--- src/rtl/rco_event_logger_if.sv ---
// Event stream from rco_event_logger to its consumer: valid/ready handshake
// carrying {TYPE, MODO, Q, TS}.
interface rco_event_logger_if #(
  parameter int TS_WIDTH = 16
);
  logic                  EV_VALID;
  logic                  EV_READY;
  logic [TS_WIDTH+7:0]   EV_DATA;

  modport master (output EV_VALID, output EV_DATA, input EV_READY);
  modport slave  (input EV_VALID, input EV_DATA, output EV_READY);
endinterface

--- src/rtl/rco_event_logger.sv ---
// Timestamps rising edges of the counter's RCO/LOAD into a FWFT FIFO drained by valid/ready.
// Define EVLOG_DROP_CNT_EN to build the saturating DROPS counter; otherwise DROPS is tied to 0.
module rco_event_logger #(
  parameter int DEPTH    = 8,
  parameter int TS_WIDTH = 16
) (
  input  logic                     clk,
  input  logic                     RESET,
  input  logic                     ENABLE,
  input  logic [3:0]               Q,
  input  logic                     RCO,
  input  logic                     LOAD,
  input  logic [1:0]               MODO,
  rco_event_logger_if.master       ev,
  output logic [$clog2(DEPTH):0]   COUNT,
  output logic                     OVERFLOW,
  output logic [7:0]               DROPS
);

  localparam int AW = $clog2(DEPTH);
  localparam int CW = AW + 1;
  localparam int EW = TS_WIDTH + 8;
  localparam logic [CW-1:0] FULL_CNT = CW'(DEPTH);

  logic                rco_q, load_q;
  logic                rco_rise, load_rise;
  logic                push_req, push, pop, drop;
  logic                empty, full;
  logic [TS_WIDTH-1:0] ts;
  logic [AW-1:0]       wr_ptr, rd_ptr;
  logic [CW-1:0]       count;
  logic [EW-1:0]       entry;
  logic [EW-1:0]       mem [DEPTH];

  // Reset to 1 so a level already high when reset releases is not an edge.
  always_ff @(posedge clk) begin
    if (!RESET) begin
      rco_q  <= 1'b1;
      load_q <= 1'b1;
    end else begin
      rco_q  <= RCO;
      load_q <= LOAD;
    end
  end

  always_comb begin
    rco_rise  = RCO & ~rco_q;
    load_rise = LOAD & ~load_q;
    push_req  = ENABLE & (rco_rise | load_rise);
    empty     = (count == '0);
    full      = (count == FULL_CNT);
    pop       = ~empty & ev.EV_READY;
    push      = push_req & (~full | pop);
    drop      = push_req & full & ~pop;
    entry     = {load_rise, rco_rise, MODO, Q, ts};
  end

  always_ff @(posedge clk) begin
    if (!RESET)
      ts <= '0;
    else if (ENABLE)
      ts <= ts + TS_WIDTH'(1);
  end

  always_ff @(posedge clk) begin
    if (RESET && push)
      mem[wr_ptr] <= entry;
  end

  always_ff @(posedge clk) begin
    if (!RESET) begin
      wr_ptr <= '0;
      rd_ptr <= '0;
      count  <= '0;
    end else begin
      if (push)
        wr_ptr <= wr_ptr + AW'(1);
      if (pop)
        rd_ptr <= rd_ptr + AW'(1);
      case ({push, pop})
        2'b10:   count <= count + CW'(1);
        2'b01:   count <= count - CW'(1);
        default: count <= count;
      endcase
    end
  end

  always_ff @(posedge clk) begin
    if (!RESET)
      OVERFLOW <= 1'b0;
    else if (drop)
      OVERFLOW <= 1'b1;
  end

`ifdef EVLOG_DROP_CNT_EN
  logic [7:0] drop_cnt;

  always_ff @(posedge clk) begin
    if (!RESET)
      drop_cnt <= '0;
    else if (drop && (drop_cnt != 8'hFF))
      drop_cnt <= drop_cnt + 8'd1;
  end

  assign DROPS = drop_cnt;
`else
  assign DROPS = '0;
`endif

  assign COUNT       = count;
  assign ev.EV_VALID = ~empty;
  assign ev.EV_DATA  = empty ? '0 : mem[rd_ptr];

endmodule

--- src/flat_wrapper.sv ---
// flat-port wrapper written by rule: the top's interface ports become plain ports
module rco_event_logger_flat 
#(
  parameter int DEPTH    = 8,
  parameter int TS_WIDTH = 16
)
  (clk, RESET, ENABLE, Q, RCO, LOAD, MODO, COUNT, OVERFLOW, DROPS, ev_EV_VALID, ev_EV_DATA, ev_EV_READY);
  rco_event_logger_if #(.TS_WIDTH(TS_WIDTH)) ev_i ();
  input  logic clk;
  input  logic RESET;
  input  logic ENABLE;
  input  logic [3:0] Q;
  input  logic RCO;
  input  logic LOAD;
  input  logic [1:0] MODO;
  output logic [$clog2(DEPTH):0] COUNT;
  output logic OVERFLOW;
  output logic [7:0] DROPS;
  output wire logic [$bits(ev_i.EV_VALID)-1:0] ev_EV_VALID;
  output wire logic [$bits(ev_i.EV_DATA)-1:0] ev_EV_DATA;
  input wire logic [$bits(ev_i.EV_READY)-1:0] ev_EV_READY;
  assign ev_EV_VALID = ev_i.EV_VALID;
  assign ev_EV_DATA = ev_i.EV_DATA;
  assign ev_i.EV_READY = ev_EV_READY;
  rco_event_logger #(.DEPTH(DEPTH), .TS_WIDTH(TS_WIDTH)) u_core (.clk(clk), .RESET(RESET), .ENABLE(ENABLE), .Q(Q), .RCO(RCO), .LOAD(LOAD), .MODO(MODO), .ev(ev_i), .COUNT(COUNT), .OVERFLOW(OVERFLOW), .DROPS(DROPS));
endmodule
--- config.mk ---
export PLATFORM = sky130hd
export DESIGN_NAME = rco_event_logger_flat
export DESIGN_NICKNAME = d
export VERILOG_FILES = /design/src/rtl/rco_event_logger_if.sv /design/src/rtl/rco_event_logger.sv /design/src/flat_wrapper.sv
export SDC_FILE = /design/constraint.sdc
export NUM_CORES = 1
export LEC_CHECK = 0
export BUFFER_PORTS_ARGS = -buffer_cell sky130_fd_sc_hd__buf_2
export CAP_MARGIN = 20
export CORE_UTILIZATION = 55
export DETAILED_ROUTE_END_ITERATION = 7
export PLACE_DENSITY = 0.78
export SYNTH_ARGS = -nofsm -noshare
export SYNTH_HDL_FRONTEND = slang
export SYNTH_SLANG_ARGS = --single-unit
--- constraint.sdc ---
create_clock -name clk -period 9.2 [get_ports clk]
set_input_delay 0.92 -clock clk [delete_from_list [all_inputs] [get_ports clk]]
set_output_delay 0.92 -clock clk [all_outputs]
set_load 0.02 [all_outputs]
==> flow_summary.json <==
{
  "total_power_w": 0.002493,
  "p_per_area_nw_per_um2": 248.4,
  "cp.arrival_ps": 2650,
  "grt_antenna_before_repair": 0,
  "core_region_area_um2": 15830,
  "post-route-min-period_ps": 3575,
  "die_h_um": 129.2,
  "peakVddDrop_mv": 0.1763,
  "yosys_warnings": 0,
  "crit_chain": "mux4_2 > mux2i_1 > nor2_1 > buf_2",
  "clock_latency_ps": 490,
  "place_hpwl_mm": 10.11,
  "overflow": 0,
  "area_delta_synth_final_pct": 12.79,
  "final-setup-viol-count": 0,
  "path_class": "flop to output port",
  "nNetsFinal": 567,
  "syn_area_per_cell_um2": 18.01,
  "start_util": 0.5622,
  "gp_congestion": 0.7786,
  "layout-drive-gt1-share": 0.2571,
  "grt_use_total": 0.2200,
  "clk_pin_slew_worst_paths_ps": 60,
  "yosysTopAreaCellShare": 0.6479,
  "hp-class": "flop to flop",
  "root_buffer": "clkbuf_16",
  "grt_max_degree": 49,
  "die_area_um2": 16690,
  "cp.required_ps": 8280,
  "final_cell_mix": "edfxtp_1, mux4_2, nor2_1, buf_2, dfxtp_1",
  "dieWidth_um": 129.2,
  "ant_nets": 0,
  "wl_per_cell_um": 22.26,
  "ios": 50,
  "hold_buffers": 0,
  "critPathTopFamily": "flip-flops",
  "max-slew-margin-rel": 0.3301,
  "drv_slew": 0,
  "fin_skew_ps": 5.826,
  "io_buffers": 41,
  "cp-end-kind": "output port",
  "drv_cap": 0,
  "p_leak_nw": 3.407,
  "layout_commonest_cell": "edfxtp_1",
  "slowest_delay_ps": 1010,
  "startpoint_type": "flop",
  "synth_seq_cells": 224,
  "cts_resized": 0,
  "cts_buffers": 22,
  "worst-path-buf-inv": 1,
  "yosys.area.top_type": "edfxtp_1",
  "cts_tree": "done",
  "rsz0062_at_grt": "false",
  "antennaDiodeCount": 0,
  "grt_pass1_wl_mm": 26.80,
  "drc": 0,
  "synth_area_leaders": "edfxtp_1, mux4_2, dfxtp_1",
  "avgViaCountPerCell": 5.897,
  "postSynthCellCount": 494,
  "finalCritPeriodShare": 0.3886,
  "setup_tns_ps": 0,
  "ys_seq_area_frac": 0.7199,
  "netlist-cell-type-count": 42,
  "cts_buffer_depth": 3,
  "vias": 4600,
  "worst_pin_slew_ps": 1005,
  "cts_setup_buffers": 0,
  "netlist_area_um2": 8899,
  "cp_slowest_cell": "dfxtp_4",
  "status": "completed",
  "hold_viol_final": 0,
  "fmax_mhz": 279.7,
  "cts_max_level": 1,
  "rows": 46,
  "first_pass_iters": 4,
  "cts.sink_count": 224,
  "grt_pass1_vias": 4703,
  "routed_wl_mm": 17.36,
  "crit_fanout": 48,
  "drt_iter0_drc": 424
}
-- synth_stat cells (all sizes together) --
cell and n:
nor3 5, fa 1, ha 5, nand3 5, clkbuf 9, nor4 1
a21oi 7, dfxtp 32, xnor2 8, and2 2, nand4 9, edfxtp 192
nor2 51, mux2 1, nand3b 1, and3 4, mux4 48, inv 10
nand2 16, conb 1, nand2b 9, or3 4, a31oi 1, a221oi 1
buf 19, o21ai 3, and4 2, o31ai 2, or4 3, o221ai 1
nor2b 1, o2111ai 2, xor2 8, mux2i 30
-- flip-flops by register name (all words and copies together) (netlist names), named ones only --
register	flops
u_core.OVERFLOW	1
u_core.ts	16
u_core.wr_ptr	3
u_core.load_q	1
u_core.mem	192
u_core.rco_q	1
u_core.COUNT	4
u_core.rd_ptr	3
-- worst register-to-register path: stages, from the launching register on --
cell and delay [ps]:
dfxtp_1 360, or3_4 460, nor2_8 400, inv_2 130, and2_4 210, nand2b_1 120
inv_1 80, ha_1 330, nand3_1 120, a221oi_1 370, mux2_2 380, nand4_1 80
-- kinds of logic after synthesis --
kind of cell,Yosys count,synth area share
xor+xnor,16,0.01575
fa+ha+maj,6,0.009280
mux,79,0.1579
simple gates,113,0.06299
other cells,1,0.0004214
flops,224,0.7199
buf+inv,38,0.02067
compound gates,17,0.01308
-- area by class of cell --
type,count,area (um2)
repair buffers,52,287.8
fillers,1074,5791
inverters,10,37.54
multi-input cells,239,2360
clock inverters,9,68.82
flip-flops and latches,224,6411
well taps,216,270.3
clock buffers,30,601.8
-- stage by stage --
step                      utilization  setup WS (ps)  area (um2)  std cells  hold WS (ps)
final                          0.6342           5625       10040        780         492.2
after global routing           0.6342           5453       10040        780         542.2
after CTS                      0.6342           5567       10040        780         501.6
after detailed placement       0.5918           5822        9366        741         476.3
after global placement         0.5918           5913        9366        741         463.8
after floorplan                     -           5260        8925        501         454.1
-- routing by layer --
layer	global-route usage	wire length (um)	vias up
met3	0.03220	1027	31
met2	0.3656	8754	180
met5	0	0	-
met4	0.07197	354	0
met1	0.3029	7224	2363
li1	-	-	2026
-- path summary, 6_finish.rpt --
kind	start	to	slack, ps	cells after the start
worst max-delay path	flop	ev_EV_DATA[5]	5630	4
worst min-delay path	u_core.rd_ptr[1]$_SDFFE_PN0N_	flop	490	2
worst max register to register	u_core.COUNT[0]$_SDFFE_PN0P_	u_core.COUNT[3]$_SDFFE_PN0P_	6120	11
worst min register to register	u_core.rd_ptr[1]$_SDFFE_PN0N_	flop	490	2
-- power by group --
group / switching, W / internal (W) / total [W] / leakage (nW)
registers: 0.0000791 / 0.00111 / 0.00119 / 2.11
clock network: 0.000352 / 0.000485 / 0.000837 / 0.318
logic: 0.000249 / 0.000218 / 0.000466 / 0.975
total: 0.000680 / 0.00181 / 0.00249 / 3.41
Note: power is estimated with default switching activity, not from simulation.
